## config.mk

```make
export PLATFORM = sky130hd
export DESIGN_NAME = action_fetch
export DESIGN_NICKNAME = d
export VERILOG_FILES = /design/src/rtl/np_action_pkg.sv /design/src/rtl/action_out_fifo.sv /design/src/rtl/action_fetch.sv
export SDC_FILE = /design/constraint.sdc
export NUM_CORES = 1
export LEC_CHECK = 0
export BUFFER_PORTS_ARGS = -buffer_cell sky130_fd_sc_hd__buf_4
export CORE_ASPECT_RATIO = 0.5
export CORE_UTILIZATION = 45
export DETAILED_ROUTE_END_ITERATION = 8
export GPL_TIMING_DRIVEN = 0
export MAX_ROUTING_LAYER = met4
export PLACE_DENSITY = 0.63
export REMOVE_ABC_BUFFERS = 1
export SYNTH_ARGS = -nofsm -noshare
export SYNTH_HDL_FRONTEND = slang
export SYNTH_SLANG_ARGS = --single-unit
```

## constraint.sdc

```tcl
create_clock -name clk -period 2.77 [get_ports clk]
set_clock_uncertainty 0.15 [all_clocks]
set_input_delay 0.1385 -clock clk [delete_from_list [all_inputs] [get_ports clk]]
set_output_delay 0.1385 -clock clk [all_outputs]
set_load 0.02 [all_outputs]
```

## src/rtl/np_action_pkg.sv

```systemverilog
// np_action_pkg: shared action-table defaults and action word field layout
package np_action_pkg;
  localparam int ENTRIES_DEF    = 16;
  localparam int ACTION_W_DEF   = 64;
  localparam int TAG_W_DEF      = 8;
  localparam int FIFO_DEPTH_DEF = 4;
  localparam int CNT_W_DEF      = 32;
  localparam int ACT_OP_LSB     = 56;
  localparam int ACT_OP_W       = 8;
  localparam int ACT_ARG_LSB    = 0;
  localparam int ACT_ARG_W      = 56;
endpackage

```

## src/rtl/action_out_fifo.sv

```systemverilog
// action_out_fifo: synchronous result FIFO with occupancy count
module action_out_fifo #(
  parameter int W = 73,
  parameter int DEPTH = 4,
  localparam int PW = $clog2(DEPTH),
  localparam int CW = $clog2(DEPTH + 1)
) (
  input  logic          clk,
  input  logic          rst_n,
  input  logic          push,
  input  logic          pop,
  input  logic [W-1:0]  wdata,
  output logic [W-1:0]  rdata,
  output logic [CW-1:0] count
);
  logic [W-1:0] mem [DEPTH];
  logic [PW-1:0] wp, rp;
  function automatic logic [PW-1:0] nxt(input logic [PW-1:0] p);
    return p == PW'(DEPTH - 1) ? '0 : p + 1'b1;
  endfunction
  // storage, pointers and count; storage cleared so the head reads zero after reset
  always_ff @(posedge clk or negedge rst_n)
    if (!rst_n) begin
      for (int i = 0; i < DEPTH; i++) mem[i] <= '0;
      wp <= '0;
      rp <= '0;
      count <= '0;
    end else begin
      if (push) begin
        mem[wp] <= wdata;
        wp <= nxt(wp);
      end
      if (pop) rp <= nxt(rp);
      count <= count + CW'(push) - CW'(pop);
    end
  assign rdata = mem[rp];
endmodule

```

## src/rtl/action_fetch.sv

```systemverilog
// action_fetch: issues action-table reads for match results and returns actions in order
module action_fetch
  import np_action_pkg::*;
#(
  parameter int ENTRIES = ENTRIES_DEF,
  parameter int ACTION_W = ACTION_W_DEF,
  parameter int TAG_W = TAG_W_DEF,
  parameter int FIFO_DEPTH = FIFO_DEPTH_DEF,
  parameter int CNT_W = CNT_W_DEF,
  localparam int IDX_W = $clog2(ENTRIES)
) (
  input  logic                clk,
  input  logic                rst_n,
  input  logic                match_valid,
  output logic                match_ready,
  input  logic                match_hit,
  input  logic [IDX_W-1:0]    match_idx,
  input  logic [TAG_W-1:0]    match_tag,
  output logic                mem_rd_en,
  output logic [IDX_W-1:0]    mem_rd_addr,
  input  logic [ACTION_W-1:0] mem_rd_data,
  input  logic [ACTION_W-1:0] cfg_default_action,
  output logic                act_valid,
  input  logic                act_ready,
  output logic [ACTION_W-1:0] act_data,
  output logic                act_hit,
  output logic [TAG_W-1:0]    act_tag,
  output logic [CNT_W-1:0]    stat_hit_cnt,
  output logic [CNT_W-1:0]    stat_miss_cnt
);
  localparam int CW = $clog2(FIFO_DEPTH + 1);
  localparam int OW = ACTION_W + 1 + TAG_W;
  logic acc, pop, inf_v, inf_hit;
  logic [TAG_W-1:0] inf_tag;
  logic [ACTION_W-1:0] inf_def;
  logic [CW-1:0] fifo_count;
  logic [CW:0] occ;
  logic [OW-1:0] head;
  assign occ = {1'b0, fifo_count} + (CW+1)'(inf_v);
  assign match_ready = rst_n && occ < (CW+1)'(FIFO_DEPTH);
  assign acc = match_valid && match_ready;
  assign mem_rd_en = acc && match_hit;
  assign mem_rd_addr = match_idx;
  assign act_valid = fifo_count != '0;
  assign pop = act_valid && act_ready;
  assign {act_data, act_hit, act_tag} = head;
  // in-flight slot: holds the accepted request while the memory read completes
  always_ff @(posedge clk or negedge rst_n)
    if (!rst_n) begin
      inf_v <= 1'b0;
      inf_hit <= 1'b0;
      inf_tag <= '0;
      inf_def <= '0;
    end else begin
      inf_v <= acc;
      if (acc) begin
        inf_hit <= match_hit;
        inf_tag <= match_tag;
        inf_def <= cfg_default_action;
      end
    end
  // saturating hit/miss statistics
  always_ff @(posedge clk or negedge rst_n)
    if (!rst_n) begin
      stat_hit_cnt <= '0;
      stat_miss_cnt <= '0;
    end else if (acc) begin
      if (match_hit && !(&stat_hit_cnt)) stat_hit_cnt <= stat_hit_cnt + 1'b1;
      if (!match_hit && !(&stat_miss_cnt)) stat_miss_cnt <= stat_miss_cnt + 1'b1;
    end
  action_out_fifo #(.W(OW), .DEPTH(FIFO_DEPTH)) u_fifo (
    .clk(clk),
    .rst_n(rst_n),
    .push(inf_v),
    .pop(pop),
    .wdata({inf_hit ? mem_rd_data : inf_def, inf_hit, inf_tag}),
    .rdata(head),
    .count(fifo_count)
  );
endmodule

```

==> results of run 1 <==
[layout make-up]
| type | count | area share |
|---|---|---|
| Clock inverter | 9 | 0.00389 |
| Antenna cell | 1 | 0.0000998 |
| Clock buffer | 59 | 0.0472 |
| Multi-Input combinational cell | 1174 | 0.312 |
| Sequential cell | 437 | 0.437 |
| Tap cell | 577 | 0.0288 |
| Timing Repair Buffer | 453 | 0.169 |
| Inverter | 11 | 0.00195 |
[final timing paths]
| check | start | slack [ps] | end | cells past startpoint |
|---|---|---|---|---|
| setup / recovery | u_fifo.count[1]$_DFF_PN0_ | 120 | stat_hit_cnt[31]$_DFFE_PN0P_ | 8 |
| hold / removal | rst_n | -480 | inf_def[23]$_DFFE_PN0P_ | 3 |
| setup reg to reg | u_fifo.count[1]$_DFF_PN0_ | 120 | stat_hit_cnt[31]$_DFFE_PN0P_ | 8 |
| hold reg to reg | inf_def[22]$_DFFE_PN0P_ | 320 | inf_def[22]$_DFFE_PN0P_ | 2 |
| max in group asynchronous | rst_n | 1470 | stat_miss_cnt[15]$_DFFE_PN0P_ | 7 |
| min in group clk | match_valid | 60 | inf_hit$_DFFE_PN0P_ | 4 |
[cell families after synthesis]
| logic type | after synthesis |
|---|---|
| compound gates | 264 |
| xor+xnor | 59 |
| buf+inv | 126 |
| simple gates | 658 |
| fa+ha+maj | 11 |
| flops | 437 |
| mux | 180 |
[per-layer routing]
layer	track usage	wire length [um]	vias to the layer above
li1	-	-	6731
met1	0.290	20900	7013
met2	0.393	24700	172
met3	0.0330	1350	74
met4	0.0602	1210	0
met5	-	0	-
[what timing repair did]
item,CTS,global route
setup endpoints to repair,160,8
setup buffers,10,0
hold buffers,139,3
gates cloned,4,1
gates resized for setup,5,2
pin swaps,4,0
hold endpoints to repair,492,151
[state kept, by name, summed over array words and instances (netlist names)]
signal	flops
u_fifo.mem	292
inf_hit	1
inf_def	64
u_fifo.wp	2
inf_v	1
inf_tag	8
u_fifo.rp	2
u_fifo.count	3
stat_miss_cnt	32
stat_hit_cnt	32
[synthesized netlist by cell type, types with 4 or more instances]
library cell,count
dfrtp_1,437
nor2_1,268
a21oi_1,256
nand2_1,253
clkbuf_1,77
mux4_2,73
mux2i_1,64
xor2_1,50
mux2_2,37
nor3_1,31
nand3_1,26
nor4_2,24
nand4_1,21
buf_2,16
buf_1,14
ha_1,10
inv_1,10
xnor2_1,9
and2_1,7
buf_4,7
mux2_1,6
and4_1,5
and3_1,4
o21ai_0,4
[layout by cell type, fill, tap and decap left out, types with 3 or more instances in the layout]
master and count:
a21oi_1 256, and2_1 3, and2_4 4, and3_1 3, and4_1 4, buf_12 4, buf_16 18, buf_4 287
buf_8 3, clkbuf_1 9, clkbuf_16 42, clkbuf_8 9, clkinv_2 6, dfrtp_1 434, dfrtp_4 3, dlygate4sd3_1 138
ha_1 10, inv_1 10, mux2_1 6, mux2_2 37, mux2i_1 64, mux4_2 73, nand2_1 253, nand3_1 25
nand4_1 21, nor2_1 268, nor3_1 31, nor4_2 23, nor4_4 3, o21ai_0 4, or3_1 3, xnor2_1 9
xor2_1 50
[power groups by stage]
stage | Clock, uW | Combinational [uW] | Sequential (uW)
after floorplan | 0 | 6720 | 10600
after global placement | 0 | 9560 | 11000
after detailed placement | 0 | 10600 | 10700
after CTS | 5710 | 11100 | 10500
after global routing | 5930 | 12000 | 10800
final | 5550 | 10900 | 10500
[through the flow]
step           std cells  area [um^2]  total power [uW]
2_1_floorplan       1620        18700             17300
3_3_place_gp        2477        21600             20600
3_5_place_dp        2495        22100             21300
4_1_cts             2716        25000             27300
5_1_grt             2721        25100             28700
6_report            2721        25100             27000
[critical path: cells and delay by family (launching register included)]
kind                     cells  cell delay, ps
flip-flops                   1             420
AO/OA/AOI/OAI                1             150
buffers and inverters        2             370
adder cells (fa/ha/maj)      1             260
multiplexers                 1             340
AND/OR/NAND/NOR              3             820
==> results_dict.tcl, run 1 <==
set metrics [dict create \
    status "finished with violations" \
    violations "hold timing" \
    synth_compound_area_frac 0.0695 \
    relSlewSlack 0.464 \
    ant_nets 0 \
    die_area_um2 43600 \
    synth_xor_xnor_area_share 0.0269 \
    switching_power_uw 9780 \
    cts.clk_slew.worst_paths_ps 60 \
    synth_edf_count 0 \
    multi_input_area_um2 7830 \
    crit_arrival_ps 2910 \
    grt_max_degree 99 \
    synthCells 1735 \
    clock_latency_ps 540 \
    nets 2274 \
    hp-class "primary input to async pin" \
    synth-simple-area-share 0.156 \
    max_freq_mhz 378 \
    synth_top_family_by_area "simple AND/OR/NAND/NOR gates" \
    grt_pass1_wl_um 77500 \
    firstDrtPassIters 5 \
    hold_slack_ps -484 \
    leakage_uw 0.0112 \
    syn_area_um2 19200 \
    vias_per_cell 5.14 \
    finalWorstSetupSlack_ps 123 \
    synth_mux_area_frac 0.144 \
    yosysTopAreaCell "dfrtp_1" \
    critPathMaxFanout 17 \
    ys_async_sr_fraction 1.00 \
    avgSynthCellArea_um2 11.1 \
    slowest_stage "dfrtp_1" \
    overflow 0 \
    utilization 0.596 \
    p_seq_frac 0.388 \
    portBuffers 280 \
    grt_pass1_vias 14500 \
    dp_hpwl_um 28700 \
    synth.top_cell.area_share 0.569 \
    critPathRequiredTime_ps 3030 \
    pin_count 289 \
    clock_power_share 0.206 \
    die_height_um 148 \
    swShare 0.363 \
    cts_num_sinks 437 \
    rsz0062_at_grt "true" \
    htree_levels 2 \
    core_area_um2 42000 \
    grt_usage 0.230 \
    wire_per_inst_um 17.7 \
    clock_path_buffers 3 \
    area_growth_pct 30.4 \
    slew_violations 0 \
    setup-violations-final 0 \
    start_util 0.457 \
    post-route-period-util 0.956 \
    vias 14000 \
    synth_seq_cells 437 \
    drt_iter0_drc 686 \
    hold_viol_final 108 \
    p_comb_frac 0.406 \
    drc 0 \
    fin_crit_ps 2650 \
    max_stage_delay_ps 420 \
    gp_congestion 0.730 \
    ir_worst_vdd_v 0.000705 \
    pre_cts_ws_ps -1650 \
    num_rows 53 \
    p_int_uw 17200 \
    area.sequential_um2 10900 \
    layout-drive-gt1-share 0.248 \
    cts_tree "done" \
    netlist_top_cells_area "dfrtp_1, mux4_2, a21oi_1, nor2_1, nand2_1" \
    die_w_um 294 \
    ys_seq_area_frac 0.569 \
    synth.distinct_cells 43 \
    antenna_found_initial 1 \
    maxCapViolations 0 \
    crit_path_start_kind "flip-flop" \
    synth_warnings 0 \
    cts_buffers 41 \
    synth-adder-area-share 0.00755 \
    powerDensity_nw_per_um2 1080 \
    n_fill_cell 3505 \
    crit_path_cell_trace "ha_1 -> or3_1 -> o211ai_4 -> nand4_1 -> buf_8 -> buf_16 -> nor4_4 -> mux2_1" \
    worstSetupEndpointType "flip-flop" \
    worstMarginPinSlew_ps 804 \
    cts_root_buffer "clkbuf_16" \
    fin_setup_tns_ps 0 \
    ys.flop_type "dfrtp_1" \
    wirelength_um 48200 \
    crit_type "flip-flop to flip-flop" \
]
Power figures use the tool's default switching activity.
==> run 2: changes to the inputs <==
- REMOVE_ABC_BUFFERS: 1 -> default
==> results_dict.tcl, run 2 (same netlist as run 1, synthesis figures left out) <==
set metrics [dict create \
    cp_common_cell "buf_2" \
    crit_path_start_kind "flip-flop" \
    die_w_um 294 \
    reg.largest.list "u_fifo.mem: 292 flops, inf_def: 64 flops" \
    power.total_uw 27600 \
    num_rows 53 \
    critPathRequiredTime_ps 3010 \
    final_cell_mix "dfrtp_1, buf_4, nor2_1, a21oi_1, nand2_1" \
    finalWorstSetupSlack_ps 102 \
    nets 2370 \
    hold_slack_ps -271 \
    portBuffers 284 \
    die_area_um2 43600 \
    ir_worst_vdd_v 0.000490 \
    cts_buffers 41 \
    grt_pass1_wl_um 86100 \
    clock_latency_ps 560 \
    status "finished with violations" \
    antenna_found_initial 3 \
    htree_levels 2 \
    r2r-end "u_fifo.mem[211]$_DFFE_PN0P_" \
    r2r_slack_ps 100 \
    pin_count 289 \
    critPathMaxFanout 10 \
    grt_usage 0.261 \
    timing.rr.start "inf_hit$_DFFE_PN0P_" \
    layout-drive-gt1-share 0.251 \
    vias_per_cell 5.28 \
    relSlewSlack 0.417 \
    vias 14900 \
    crit_path_cell_trace "clkbuf_1 -> buf_2 -> buf_2 -> mux2i_1 -> a21oi_1" \
    worstMarginPinSlew_ps 874 \
    maxCapViolations 0 \
    overflow 0 \
    slowest_stage "mux2i_1" \
    reg2reg_depth 5 \
    max_stage_delay_ps 560 \
    crit_arrival_ps 2910 \
    cts_num_sinks 437 \
    regMostFlops "u_fifo.mem" \
    worstSetupEndpointType "flip-flop" \
    critPathCapture "u_fifo.mem[211]$_DFFE_PN0P_" \
    n_fill_cell 3482 \
    design_area_um2 25300 \
    cp_top_family "buffers and inverters" \
    hold_viol_final 285 \
    crit_start "inf_hit$_DFFE_PN0P_" \
    cts_tree "done" \
    drt_iter0_drc 949 \
    crit_type "flip-flop to flip-flop" \
    pre_cts_ws_ps -381 \
    grt_max_degree 101 \
    dp_hpwl_um 35200 \
    cts.clk_slew.worst_paths_ps 70 \
    slew_violations 0 \
    post_dp_cell_area_um2 22200 \
    ant_nets 0 \
    grt_pass1_vias 15400 \
    powerDensity_nw_per_um2 1090 \
    max_freq_mhz 375 \
    gp_congestion 0.800 \
    firstDrtPassIters 5 \
    wire_per_inst_um 19.3 \
    hold_buffers 146 \
    core_area_um2 42000 \
    final_cells 2825 \
    area_growth_pct 31.7 \
    start_util 0.457 \
    mostFrequentLayoutCell "dfrtp_1" \
    fin_crit_ps 2670 \
    post-route-period-util 0.963 \
    hp-class "primary input to async pin" \
    clock_path_buffers 3 \
    dp_cells 2600 \
    synth_fp_nets 1891 \
    drc 0 \
    setup-violations-final 0 \
    leakage_uw 0.0113 \
    cts_root_buffer "clkbuf_16" \
    cp.depth 5 \
    wirelength_um 54600 \
    largest_reg_flops 292 \
    violations "hold timing" \
    die_height_um 148 \
    fin_setup_tns_ps 0 \
    crit_buf_inv 3 \
    rsz0062_at_grt "false" \
]
==> run 2: changes by cell type in the layout (fill, tap and decap cells not counted), sizes merged <==
cell / delta
buf: +25
nand4b: -1
clkdlybuf4s15: +1
clkbuf: +67
diode: +2
clkinv: +2
nand3: -1
bufinv: +5
inv: +2
dlygate4sd3: +2
bufbuf: -2
clkinvlp: +2
==> run 2: power by group <==
group	switching [uW]	internal, uW	total [uW]
clock	2540	3530	6070
combinational	6170	5020	11200
sequential	1390	8910	10300
==> run 2: area by class of cell <==
| cell class | instances | area (um^2) | share of cell area |
|---|---|---|---|
| sequential | 437 | 10900 | 0.432 |
| timing repair buffer | 439 | 3850 | 0.152 |
| tap | 577 | 722 | 0.0285 |
| multi-input combinational | 1172 | 7800 | 0.308 |
| inverter | 11 | 46.3 | 0.00183 |
| antenna | 3 | 7.51 | 0.000296 |
| buffer | 112 | 539 | 0.0213 |
| clock buffer | 54 | 1120 | 0.0444 |
| clock inverter | 20 | 290 | 0.0115 |
==> run 2: tightest hold or removal path: cells and delay by family <==
kind | cells | cell delay [ps]
buffers and inverters | 5 | 730
==> run 2: worst min path at each step <==
stage / end / depth (start not counted) / start / slack, ps
2_1_floorplan: inf_def[0]$_DFFE_PN0P_ / 0 / rst_n / -310
3_3_place_gp: inf_def[48]$_DFFE_PN0P_ / 3 / cfg_default_action[48] / 180
3_5_place_dp: inf_def[32]$_DFFE_PN0P_ / 1 / rst_n / -30
4_1_cts: inf_def[33]$_DFFE_PN0P_ / 5 / rst_n / -240
5_1_grt: inf_def[36]$_DFFE_PN0P_ / 5 / rst_n / -220
6_report: inf_def[36]$_DFFE_PN0P_ / 5 / rst_n / -270
==> run 2: what timing repair did <==
item | in CTS | in global routing
hold endpoints to repair | 686 | 285
buffers inserted | 1 | 4
pin swaps | 1 | 2
setup endpoints to repair | 271 | 113
resized for setup | 26 | 28
==> run 2: metal layers <==
| metal | GRT usage | routed length, um |
|---|---|---|
| met1 | 0.345 | 23500 |
| met2 | 0.425 | 27400 |
| met3 | 0.0360 | 2290 |
| met4 | 0.0742 | 1460 |
| met5 | - | 0 |
==> run 2: through the flow <==
stage                     utilization  hold slack [ps]
after global placement          0.525              181
final                           0.602             -271
after global routing            0.602             -218
after detailed placement        0.528            -27.9
after floorplan                     -             -307
after CTS                       0.600             -239
==> run 3: changes to the inputs <==
- GPL_TIMING_DRIVEN: 0 -> default
- PLACE_DENSITY: 0.63 -> 0.66
- clock period: 2.77 -> 2.41 ns (I/O delays scaled with it)
==> results_dict.tcl, run 3 (same netlist as run 1, synthesis figures left out) <==
set metrics [dict create \
    hold_slack_ps 91.1 \
    crit_path_start_kind "flip-flop" \
    cts_root_buffer "clkbuf_16" \
    gp_congestion 0.795 \
    core_area_um2 42000 \
    timing.rr.start "u_fifo.count[1]$_DFF_PN0_" \
    num_rows 53 \
    ant_nets 0 \
    fin_setup_tns_ps 0 \
    post-route-period-util 0.981 \
    synth_fp_nets 1891 \
    reg.largest.list "u_fifo.mem: 292 flops, inf_def: 64 flops" \
    wire_per_inst_um 17.9 \
    pin_count 289 \
    hp-class "primary input to primary output" \
    p_seq_frac 0.381 \
    cts_tree "done" \
    mostFrequentLayoutCell "dfrtp_1" \
    clock_power_share 0.207 \
    nets 2317 \
    cts_buffers 41 \
    powerDensity_nw_per_um2 1240 \
    die_w_um 294 \
    reg2reg_depth 8 \
    die_height_um 148 \
    drc 0 \
    regMostFlops "u_fifo.mem" \
    start_util 0.457 \
    p_int_uw 20100 \
    status "complete, no violations" \
    vias 14300 \
    dp_cells 2543 \
    hold_viol_final 0 \
    leakage_uw 0.0114 \
    antenna_found_initial 0 \
    area_growth_pct 31.9 \
    final_cells 2765 \
    largest_reg_flops 292 \
    vias_per_cell 5.19 \
    swShare 0.362 \
    cts.clk_slew.worst_paths_ps 60 \
    grt_pass1_wl_um 79500 \
    ir_worst_vdd_v 0.000497 \
    dp_hpwl_um 31400 \
    p_comb_frac 0.412 \
    crit_arrival_ps 2090 \
    critPathRequiredTime_ps 2140 \
    switching_power_uw 11400 \
    clock_path_buffers 3 \
    n_fill_cell 3427 \
    htree_levels 2 \
    overflow 0 \
    crit_start "u_fifo.count[1]$_DFF_PN0_" \
    layout-drive-gt1-share 0.267 \
    grt_usage 0.237 \
    grt_max_degree 153 \
    setup-violations-final 0 \
    fin_crit_ps 2360 \
    wirelength_um 49500 \
    portBuffers 280 \
    maxCapViolations 0 \
    r2r-end "stat_hit_cnt[19]$_DFFE_PN0P_" \
    critPathMaxFanout 5 \
    grt_pass1_vias 14800 \
    crit_type "flip-flop to primary output" \
    die_area_um2 43600 \
    clock_latency_ps 550 \
    worstSetupEndpointType "primary output" \
    r2r_slack_ps 60 \
    slew_violations 0 \
    firstDrtPassIters 5 \
    rsz0062_at_grt "true" \
    final_cell_mix "dfrtp_1, buf_4, nor2_1, a21oi_1, nand2_1" \
    max_freq_mhz 423 \
    relSlewSlack 0.446 \
    cts_num_sinks 437 \
    drt_iter0_drc 996 \
    critPathCapture "mem_rd_en" \
    worstMarginPinSlew_ps 831 \
]
## run 3: cell types whose count changed in the layout (fill, tap and decap cells not counted), sizes merged
| cell | delta |
|---|---|
| clkdlybuf4s15 | -1 |
| clkinv | -1 |
| diode | -2 |
| clkbuf | -69 |
| inv | -1 |
| bufinv | -4 |
| bufbuf | +1 |
| clkinvlp | -2 |
| buf | +19 |
## run 3: worst min-delay path by stage
stage / start / endpoint / cells after the start
3_5_place_dp: rst_n / stat_miss_cnt[14]$_DFFE_PN0P_ / 1
5_1_grt: match_idx[3] / mem_rd_addr[3] / 0
2_1_floorplan: rst_n / inf_def[0]$_DFFE_PN0P_ / 0
6_report: match_idx[0] / mem_rd_addr[0] / 0
3_3_place_gp: rst_n / stat_miss_cnt[12]$_DFFE_PN0P_ / 1
4_1_cts: match_idx[1] / mem_rd_addr[1] / 0
## run 3: area by class of cell
| class | count | area, um^2 | share of cell area |
|---|---|---|---|
| clock inverter | 12 | 141 | 0.00557 |
| timing repair buffer | 498 | 4420 | 0.174 |
| clock buffer | 57 | 1180 | 0.0465 |
| sequential | 437 | 10900 | 0.432 |
| multi-input combinational | 1172 | 7910 | 0.312 |
| inverter | 11 | 41.3 | 0.00163 |
| antenna | 1 | 2.50 | 0.0000986 |
| tap | 577 | 722 | 0.0285 |
## run 3: worst max-delay path, cell delays in order (launching register included)
cell      delay [ps]
dfrtp_1          390
buf_4            150
or3_4            390
o211ai_4          90
nand4_1          180
buf_12           190
inv_2             50
buf_6            110
## run 3: power by group through the flow
stage                     Sequential [uW]  Combinational (uW)  Clock [uW]
after floorplan                     11500                8290           0
after global placement              12000               12400           0
after detailed placement            12200               12600           0
after CTS                           12000               13000        6690
after global routing                12400               14100        6990
final                               12000               13000        6530
## run 3: repair_timing
item	in CTS	in global routing
setup buffers	9	0
resized for setup	5	26
endpoints found under the setup margin	56	25
pin swaps	4	9
hold buffers	141	0
hold endpoints to repair	776	0
gates cloned	1	1
## run 3: through the flow
step           setup slack (ps)  utilization  area [um^2]  power (uW)
2_1_floorplan               102            -        19200       19800
3_3_place_gp               8.37        0.531        22300       24400
3_5_place_dp              -22.7        0.531        22300       24700
4_1_cts                    5.07        0.599        25200       31700
5_1_grt                   -59.7        0.603        25400       33500
6_report                   46.3        0.603        25400       31500
## run 3: layer usage
layer,track usage,wire length [um],part of all wire,up-vias
met5,-,0,0,-
met4,0.0794,1640,0.033,0
met3,0.0335,1540,0.031,108
met2,0.391,24900,0.50,279
met1,0.303,21400,0.43,7134
li1,-,-,-,6826
